$ cat src/rtl/dynamic_segmented_adder.sv
`default_nettype none
// =============================================================================
// Module      : dynamic_segmented_adder
// Description : Variable-latency segmented adder with valid/ready handshake;
//               carries ripple one segment per cycle only across propagate runs.
// Revision    : 1.0 - initial release
// =============================================================================
module dynamic_segmented_adder #(
    parameter int N     = 16,
    parameter int SEG_W = 4
) (
    input  logic                          clk,
    input  logic                          rst,
    input  logic                          enable,
    input  logic                          in_valid,
    output logic                          in_ready,
    input  logic [N-1:0]                  A,
    input  logic [N-1:0]                  B,
    input  logic                          Cin,
    output logic                          out_valid,
    input  logic                          out_ready,
    output logic [N-1:0]                  S,
    output logic                          Cout,
    output logic [N-1:0]                  P,
    output logic [$clog2(N/SEG_W+2)-1:0]  lat
);

    localparam int NSEG  = N / SEG_W;
    localparam int LAT_W = $clog2(NSEG + 2);
    localparam logic [LAT_W-1:0] c_lat_one = LAT_W'(1);

    typedef enum logic [1:0] {
        ST_IDLE    = 2'd0,
        ST_COMPUTE = 2'd1,
        ST_DONE    = 2'd2
    } state_t;

    state_t             r_state;
    state_t             w_next_state;

    logic [N-1:0]       r_a;
    logic [N-1:0]       r_b;
    logic [N-1:0]       r_p;
    logic [N-1:0]       r_s;
    logic               r_cout;
    logic [LAT_W-1:0]   r_lat;
    logic [LAT_W-1:0]   r_cnt;
    logic [NSEG:0]      r_known;
    logic [NSEG:0]      r_cin;

    logic [NSEG-1:0]    w_in_gen;
    logic [NSEG-1:0]    w_in_prop;
    logic [NSEG-1:0]    w_prop;
    logic [N-1:0]       w_sum;
    logic [NSEG:0]      w_known_init;
    logic [NSEG:0]      w_cin_init;
    logic [NSEG:0]      w_known_adv;
    logic [NSEG:0]      w_cin_adv;
    logic               w_all_known;

    // Per-segment generate/propagate from the incoming operands, and the
    // final segment sums from the registered operands and resolved carries.
    genvar gs;
    generate
        for (gs = 0; gs < NSEG; gs++) begin : g_seg
            logic [SEG_W-1:0] w_a_in;
            logic [SEG_W-1:0] w_b_in;
            assign w_a_in        = A[gs*SEG_W +: SEG_W];
            assign w_b_in        = B[gs*SEG_W +: SEG_W];
            // a + b overflows the segment exactly when a > (2^W - 1 - b) = ~b
            assign w_in_gen[gs]  = (w_a_in > ~w_b_in);
            assign w_in_prop[gs] = &(w_a_in ^ w_b_in);
            assign w_prop[gs]    = &r_p[gs*SEG_W +: SEG_W];
            assign w_sum[gs*SEG_W +: SEG_W] = r_a[gs*SEG_W +: SEG_W]
                                            + r_b[gs*SEG_W +: SEG_W]
                                            + {{(SEG_W-1){1'b0}}, r_cin[gs]};
        end
    endgenerate

    always_comb begin
        w_known_init    = '0;
        w_cin_init      = '0;
        w_known_init[0] = 1'b1;
        w_cin_init[0]   = Cin;
        for (int s = 1; s <= NSEG; s++) begin
            w_known_init[s] = ~w_in_prop[s-1];
            w_cin_init[s]   = w_in_gen[s-1];
        end
    end

    // Uses the previous cycle's known[] so a carry moves one segment per cycle.
    always_comb begin
        w_known_adv = r_known;
        w_cin_adv   = r_cin;
        for (int s = 1; s <= NSEG; s++) begin
            if (!r_known[s] && r_known[s-1] && w_prop[s-1]) begin
                w_known_adv[s] = 1'b1;
                w_cin_adv[s]   = r_cin[s-1];
            end
        end
    end

    assign w_all_known = &r_known;

    always_comb begin
        w_next_state = r_state;
        if (enable) begin
            case (r_state)
                ST_IDLE:    if (in_valid)    w_next_state = ST_COMPUTE;
                ST_COMPUTE: if (w_all_known) w_next_state = ST_DONE;
                ST_DONE:    if (out_ready)   w_next_state = ST_IDLE;
                default:                     w_next_state = ST_IDLE;
            endcase
        end
    end

    always_ff @(posedge clk or posedge rst) begin
        if (rst) begin
            r_state <= ST_IDLE;
        end else begin
            r_state <= w_next_state;
        end
    end

    always_ff @(posedge clk or posedge rst) begin
        if (rst) begin
            r_a     <= '0;
            r_b     <= '0;
            r_p     <= '0;
            r_s     <= '0;
            r_cout  <= 1'b0;
            r_lat   <= '0;
            r_cnt   <= '0;
            r_known <= '0;
            r_cin   <= '0;
        end else if (enable) begin
            case (r_state)
                ST_IDLE: begin
                    if (in_valid) begin
                        r_a     <= A;
                        r_b     <= B;
                        r_p     <= A ^ B;
                        r_known <= w_known_init;
                        r_cin   <= w_cin_init;
                        r_cnt   <= c_lat_one;
                    end
                end
                ST_COMPUTE: begin
                    if (w_all_known) begin
                        r_s    <= w_sum;
                        r_cout <= r_cin[NSEG];
                        r_lat  <= r_cnt;
                    end else begin
                        r_known <= w_known_adv;
                        r_cin   <= w_cin_adv;
                        r_cnt   <= r_cnt + c_lat_one;
                    end
                end
                default: ;
            endcase
        end
    end

    assign in_ready  = (r_state == ST_IDLE);
    assign out_valid = (r_state == ST_DONE);
    assign S         = r_s;
    assign Cout      = r_cout;
    assign P         = r_p;
    assign lat       = r_lat;

endmodule
`default_nettype wire

$ cat config.mk
export PLATFORM = sky130hd
export DESIGN_NAME = dynamic_segmented_adder
export DESIGN_NICKNAME = d
export VERILOG_FILES = /design/src/rtl/dynamic_segmented_adder.sv
export SDC_FILE = /design/constraint.sdc
export NUM_CORES = 1
export LEC_CHECK = 0
export CAP_MARGIN = 20
export CORE_MARGIN = 5
export CORE_UTILIZATION = 50
export CTS_BUF_LIST = sky130_fd_sc_hd__clkbuf_8
export CTS_CLUSTER_DIAMETER = 150
export DETAILED_ROUTE_END_ITERATION = 7
export PLACE_DENSITY = 0.75
export SETUP_SLACK_MARGIN = 0.5
export SKIP_LAST_GASP = 1
export SLEW_MARGIN = 25
export SYNTH_ARGS = -nofsm -noshare
export SYNTH_HDL_FRONTEND = slang
export SYNTH_SLANG_ARGS = --single-unit
$ cat constraint.sdc
create_clock -name clk -period 7.1 [get_ports clk]
set_input_delay 1.42 -clock clk [delete_from_list [all_inputs] [get_ports clk]]
set_output_delay 1.42 -clock clk [all_outputs]
set_load 0.005 [all_outputs]
**After elaboration in Yosys (flattened, before gate mapping)**

Index checks and enable logic that the tools add are counted.

- Register bits: 83

- Add/subtract/negate cells: 9
- Order comparisons: 4
- Equality and inequality tests: 10
- Mux-type cells: 21
- Bitwise gates (word level): 14
- Reduce and logical (&&, ||, !) cells: 32

Operators by type and width:

| kind | number |
|---|---|
| 4-bit AND reduction | 11 |
| 5-bit AND reduction | 5 |
| 5-bit two-way mux | 4 |
| 5-bit one-hot mux with 2 select lines | 2 |
| 4-bit by 1-bit adder with 4-bit output | 4 |
| 4-bit adder | 4 |
| 4-bit greater-than comparator | 4 |
| 4-bit NOT | 4 |
| 16-bit XOR | 1 |
| 4-bit XOR | 4 |
| 2-bit != test, second input constant | 7 |
| 1-bit logical AND | 8 |
| 1-bit two-way mux | 8 |
| 7-bit AND reduction | 1 |
| 2-bit two-way mux | 3 |
| 3-bit two-way mux | 2 |
| 2-bit one-hot mux with 3 select lines | 1 |
| 3-bit one-hot mux with 2 select lines | 1 |
| 1-bit NOT | 5 |
| 1-bit zero test | 4 |
| 3-bit by 1-bit adder with 3-bit output, second input constant | 1 |
| 3-bit AND reduction | 1 |
| 2-bit by 1-bit == test with 1-bit output, second input constant | 1 |
| 2-bit == test, second input constant | 1 |
| 3 further kinds | 3 |

**Logic depth before layout (Yosys ltp)**

Gate-level depths: netlist of run 1.

- Depth after elaboration: 6
- Gate-level depth with buffers: 7
- Mapped depth without buffers: 6

**Worst setup path before layout of run 1**

No wires, ideal clock.

- Path type: input port to flip-flop
- From: in A[9]
- To: reg r_cin[3]
- Library setup time: 127 ps
- Arrival time: 2362 ps
- Required time: 6973 ps
- Path slack: 4610 ps
- Stages on the path: 5
- Buffers on the path: 0
- Cell sequence: ha_1 -> nor2b_1 -> o31ai_1 -> a21oi_1 -> mux2_1

- Cells in the longest elaborated chain, start to end: 3

Ends and longest elaborated chain:

| what | line | RTL |
|---|---|---|
| start: declaration | 17 | `input logic [N-1:0] A,` |
| 4-bit greater-than comparator | 71 | `assign w_in_gen[gs] = (w_a_in > ~w_b_in);` |
| 5-bit two-way mux | 139 | `if (in_valid) begin` |
| 5-bit one-hot mux with 2 select lines | 137 | `case (r_state)` |
| end signal: assignment | 144 | `r_cin <= w_cin_init;` |
| end signal: assignment | 155 | `r_cin <= w_cin_adv;` |
| end: declaration | 49 | `logic [NSEG:0] r_cin;` |

No other way between the ends. The select of a mux whose other input is x is not followed.
A chain may end at the register's enable or synchronous reset.

**Worst setup path after layout of run 1**

- From: in enable
- To: reg r_known[1]

- Cells in the longest elaborated chain, start to end: 1

Ends and longest elaborated chain:

| what | line | RTL |
|---|---|---|
| start: declaration | 14 | `input logic enable,` |
| 5-bit AND reduction (no line) | n/a |  |
| end signal: assignment | 143 | `r_known <= w_known_init;` |
| end signal: assignment | 154 | `r_known <= w_known_adv;` |
| end: declaration | 48 | `logic [NSEG:0] r_known;` |

No other way between the ends.

==> metrics.md, run 1 <==
| Metric | Value |
|---|---|
| CP Cell Sequence | `clkdlybuf4s50_1, nor2b_2, nand2_1, buf_4, nor2_1, nor2_1` |
| CP max stage delay | `0.56 ns` |
| Wire length per cell | `14.8 um` |
| Site Rows | `33` |
| Rel. slew slack | `34.2%` |
| Number of distinct library cells after synthesis | `40` |
| Arr. time, crit path | `3.55 ns` |
| GRT Util Overall | `18.6%` |
| Final hold violations | `0` |
| Commonest cells in the netlist | `nand2_1 (122), dfrtp_1 (83), inv_1 (30)` |
| Core footprint | `8220 um2` |
| Synth async-reset ratio | `100%` |
| Post-synth EDFFs | `0` |
| HPWL Detailed | `6720 um` |
| Skew final | `0.00602 ns` |
| RSZ-0062 raised after global routing | `false` |
| Clk Tree Root Cell | `clkbuf_8` |
| Slew Limit Fails | `0` |
| Drt first pass iters | `4` |
| Hold_buf cts | `0` |
| Pwr dens | `409 nW/um2` |
| Synth top area cells | `dfrtp_1 (49%), nand2_1 (11%), ha_1 (7.4%)` |
| Num CTS Buffers | `9` |
| Via count | `3,159` |
| Internal Pwr Total | `1380 uW` |
| Filler cell count | `682` |
| Avg Inst Size Synth | `9.73 um2` |
| Ports | `76` |
| Sum Neg Setup Slack | `0 ns` |
| CTS H-tree lvls | `3` |
| Syn-to-layout area delta | `24.0%` |
| DIE WIDTH | `102 um` |
| Critical setup path kind | `in2reg` |
| Max clock buf depth | `2` |
| Top cell by count, worst path | `nor2_1` |
| Hold crit path type | `reg2reg` |
| Outcome | `finished, final reports clean` |
| ANT nets after route | `0` |
| Clock tree sinks | `83` |
| Sw frac | `35.5%` |
| CTS tree | `built` |
| WP buf/inv | `2` |
| CTS resizes | `0` |
| Count leader, synth | `nand2_1` |
| Synthesized instance count | `432` |
| Setup crit end kind | `flip-flop` |
| Crit path required time | `7.34 ns` |
| CP Launch Type | `input port` |
| Final std cells w/o fill | `613` |
| Buffers on Ports | `75` |
| CTS clk-pin slew, worst paths | `0.08 ns` |
| Layout cells sized above 1 | `4.72%` |
| DRT iter0 DRCs | `146` |
| Worst vdd ir | `0.000211 V` |
| Worst-Margin Slew | `0.985 ns` |
| DIE HEIGHT | `102 um` |
| Clock power frac | `15.7%` |
| Final setup viols | `0` |
| Number of synthesized register bits | `83` |
| Warnings from Yosys | `0` |
| Initial antenna violation count | `0` |
| Switching power | `757 uW` |
| GRT overflow | `0` |
| Post-CTS Setup Bufs | `0` |
| Syn_nets | `503` |
| Max FO, Critical Path | `26` |
| Placer Congestion | `0.868` |
| Total routed wirelength | `9100 um` |
| Primary FF master, synth | `dfrtp_1` |
| Vias in the first global route | `3,175` |
| Synth area leader | `dfrtp_1` |
| Post-synthesis sequential area ratio | `49.4%` |
| Pleak | `0.00246 uW` |
| Layout net count | `575` |
| Vias per cell | `5.15` |
| Clk_lat worst skew | `0.35 ns` |
| Mapped Area | `4200 um2` |
| Initial core utilization | `51.2%` |
| CP max-delay cell | `clkdlybuf4s50_1` |
| Post-layout min period | `3.31 ns` |
| Ant. Diodes | `0` |
| Largest net degree at the start of global routing | `84` |
| Crit-path leading delay family | `simple AND/OR/NAND/NOR gates` |
| Gate power share | `44.3%` |
| Dpl cells | `598` |
| Share of the synthesized area in the top cell type | `49.4%` |
| Die area | `10,300 um2` |
| First-pass GRT wire length | `15,000 um` |
| Fin crit share | `46.6%` |
| Fmax | `302 MHz` |
| Max_cap viols | `0` |
| DRC errors left | `0` |
| Register share of total power | `39.9%` |
flip-flops by register name, summed over array words and instances, names as in the netlist:
name,cells
lat,3
r_b,16
S,16
r_state,2
r_cnt,3
Cout,1
r_a,16
P,16
r_known,5
r_cin,5
metrics by stage:
step                      power [uW]  instance area [um2]  hold slack, ns  utilization [%]  worst slack (ns)
after detailed placement        1820                 5010           0.471             61.0              3.42
after global routing            2310                 5210           0.502             63.5              3.57
after CTS                       2160                 5210           0.489             63.4              3.76
final                           2130                 5210           0.486             63.5              3.79
after floorplan                 1430                 4200           0.450                -              3.54
after global placement          1770                 5010           0.464             61.0              3.53
placed cells by master, fill, tap and decap left out, drive strengths merged, types with 2 or more instances in the layout:
cell type and n:
o211ai 2, clkinv 2, nor2b 8, mux2i 6
mux2 12, nor3 2, xnor2 10, o21ai 24
nand2b 2, nand2 122, nor2 21, a22oi 2
ha 25, a21o 4, a21oi 22, buf 3
o31ai 7, fa 8, inv 31, o21a 4
dfrtp 83, clkdlybuf4s50 75, clkbuf 11, nand4 9
xor2 2
worst paths after layout:
kind | start | endpoint | slack (ns) | cells past startpoint
worst max-delay path | enable | r_known[1]$_DFFE_PP0P_ | 3.79 | 6
worst min-delay path | lat[0]$_DFFE_PP0P_ | lat[0]$_DFFE_PP0P_ | 0.49 | 1
worst max register to register | r_state[0]$_DFFE_PP0P_ | r_cin[4]$_DFFE_PP0P_ | 4.88 | 4
worst min register to register | lat[0]$_DFFE_PP0P_ | lat[0]$_DFFE_PP0P_ | 0.49 | 1
max in group asynchronous | rst | S[10]$_DFFE_PP0P_ | 5.02 | 3
min in group asynchronous | rst | S[2]$_DFFE_PP0P_ | 1.59 | 3
cells by family after synthesis:
family | count (synthesis) | synth area share [%]
AOI/OAI and AO/OA | 70 | 10.0
adders and majority gates | 33 | 11.2
buffers and inverters | 47 | 5.12
xor gates and xnor gates | 12 | 2.50
muxes | 18 | 4.64
and+or+nand+nor | 169 | 17.1
DFF | 83 | 49.4
metal layers:
metal	share of wire [%]	global-route usage, %
met5	0	0
met4	2.0	6.34
met3	4.3	3.24
met2	49	30.2
met1	45	25.2
power by group through the flow:
| stage | Combinational, uW | Clock [uW] | Sequential (uW) |
|---|---|---|---|
| 6_report | 945 | 335 | 852 |
| 5_1_grt | 1070 | 359 | 881 |
| 4_1_cts | 963 | 344 | 852 |
| 3_5_place_dp | 958 | 0 | 861 |
| 3_3_place_gp | 926 | 0 | 847 |
| 2_1_floorplan | 599 | 0 | 828 |
cell type report:
cell class / count / area (um2) / share of cell area [%]
Timing Repair Buffer: 78 / 777 / 14.9
Sequential cell: 83 / 2080 / 39.8
Multi-Input combinational cell: 302 / 1920 / 36.8
Tap cell: 105 / 131 / 2.52
Clock buffer: 11 / 151 / 2.90
Clock inverter: 4 / 42.5 / 0.816
Inverter: 30 / 114 / 2.18
Power figures use the tool's default switching activity.
==> run 2, diff against run 1 <==
CORE_UTILIZATION = 49   (was 50)
PLACE_DENSITY = 0.76   (was 0.75)
clock period = 3 ns   (was 7.1 ns; I/O delays follow)
==> metrics.md, run 2 (synthesis gave the netlist of run 1 again) <==
| Metric | Value |
|---|---|
| Gate power share | `44.8%` |
| DIE WIDTH | `103 um` |
| Worst-Margin Slew | `0.758 ns` |
| Hold_sp | `lat[2]$_DFFE_PP0P_` |
| ANT nets after route | `0` |
| Initial core utilization | `50.7%` |
| Worst r2r src | `r_state[0]$_DFFE_PP0P_` |
| Largest net degree at the start of global routing | `59` |
| Setup crit end kind | `output pin` |
| DRT iter0 DRCs | `99` |
| CTS resizes | `0` |
| Crit path required time | `2.40 ns` |
| Critical setup path kind | `reg2out` |
| Worst vdd ir | `0.000558 V` |
| CP Launch Type | `flip-flop` |
| CTS H-tree lvls | `3` |
| Outcome | `finished, final reports clean` |
| Internal Pwr Total | `3280 uW` |
| Clock tree sinks | `83` |
| CTS clk-pin slew, worst paths | `0.08 ns` |
| Vias per cell | `5.26` |
| Via count | `3,240` |
| DIE HEIGHT | `103 um` |
| Launch point of the worst path | `r_state[0]$_DFFE_PP0P_` |
| Hold crit path type | `reg2reg` |
| Hold WS | `0.488 ns` |
| CTS tree | `built` |
| Syn-to-layout area delta | `25.1%` |
| RSZ-0062 raised after global routing | `false` |
| Fin crit share | `72.9%` |
| Max_cap viols | `0` |
| Die area | `10,500 um2` |
| Clk Tree Root Cell | `clkbuf_8` |
| Placer Congestion | `0.810` |
| Arr. time, crit path | `1.59 ns` |
| Most frequent cells in the layout | `nand2_1 (122), dfrtp_1 (83), clkdlybuf4s50_1 (75)` |
| Wire length per cell | `15.5 um` |
| Pleak | `0.00248 uW` |
| Num CTS Buffers | `9` |
| Total routed wirelength | `9570 um` |
| Max FO, Critical Path | `16` |
| Most common cell after layout, fill and taps aside | `nand2_1` |
| Ant. Diodes | `0` |
| Clk_lat worst skew | `0.35 ns` |
| Initial antenna violation count | `0` |
| Sum Neg Setup Slack | `0 ns` |
| GRT Util Overall | `19.8%` |
| Layout net count | `578` |
| Ports | `76` |
| Post-CTS Setup Bufs | `0` |
| Hold_buf cts | `0` |
| Post-layout min period | `2.19 ns` |
| Core footprint | `8300 um2` |
| DRC errors left | `0` |
| Max clock buf depth | `2` |
| Drt first pass iters | `4` |
| First-pass GRT wire length | `16,300 um` |
| Buffers on Ports | `75` |
| Layout cells sized above 1 | `5.28%` |
| Pwr dens | `972 nW/um2` |
| Register share of total power | `39.5%` |
| Slew Limit Fails | `0` |
| Site Rows | `33` |
| Switching power | `1830 uW` |
| Fmax | `457 MHz` |
| Final setup viols | `0` |
| GRT overflow | `0` |
| HPWL Detailed | `7080 um` |
| Vias in the first global route | `3,447` |
| Final hold violations | `0` |
| Skew final | `0.00971 ns` |
| Clock power frac | `15.7%` |
| Sw frac | `35.9%` |
| Rel. slew slack | `49.4%` |
-- run 2: path summary, 6_finish.rpt --
path / to / slack (ns) / cells past startpoint
worst min register to register: lat[2]$_DFFE_PP0P_ / 0.49 / 1
worst max-delay path: out_valid / 0.81 / 2
min in group asynchronous: S[3]$_DFFE_PP0P_ / 0.73 / 2
worst min-delay path: lat[2]$_DFFE_PP0P_ / 0.49 / 1
worst max register to register: S[12]$_DFFE_PP0P_ / 1.08 / 4
max in group asynchronous: r_state[1]$_DFFE_PP0P_ / 1.62 / 3
-- run 2: through the flow --
| stage | setup WS (ns) | power (uW) | std cells | util, % | area, um2 |
|---|---|---|---|---|---|
| 2_1_floorplan | 1.30 | 3380 | 432 | - | 4210 |
| 3_3_place_gp | 0.618 | 4220 | 601 | 61.0 | 5060 |
| 3_5_place_dp | 0.590 | 4350 | 601 | 61.0 | 5060 |
| 4_1_cts | 0.796 | 5170 | 616 | 63.4 | 5260 |
| 5_1_grt | 0.721 | 5540 | 616 | 63.4 | 5260 |
| 6_report | 0.813 | 5110 | 616 | 63.4 | 5260 |
-- run 2: layer usage --
layer	vias up	track usage [%]	part of all wire, %
met3	17	2.57	3.6
met2	78	32.8	49
met1	1578	26.1	45
met4	0	9.08	2.4
met5	-	0	0
li1	1567	-	-
-- run 2: worst max-delay path: stages (launching register included) --
cell,delay [ns]
dfrtp_1,0.55
nor2b_1,0.18
clkdlybuf4s50_1,0.51
-- run 2: cell type report --
cell class | instances | area [um2]
clock inverters | 4 | 42.5
well taps | 105 | 131
multi-input cells | 302 | 1920
inverters | 30 | 116
fillers | 697 | 3040
flip-flops and latches | 83 | 2080
clock buffers | 11 | 151
repair buffers | 81 | 821
-- run 2: power groups by stage --
stage          Combinational (uW)  Clock, uW  Sequential (uW)
2_1_floorplan                1420          0             1960
3_3_place_gp                 2200          0             2020
3_5_place_dp                 2310          0             2040
4_1_cts                      2330        818             2020
5_1_grt                      2590        855             2090
6_report                     2290        803             2020
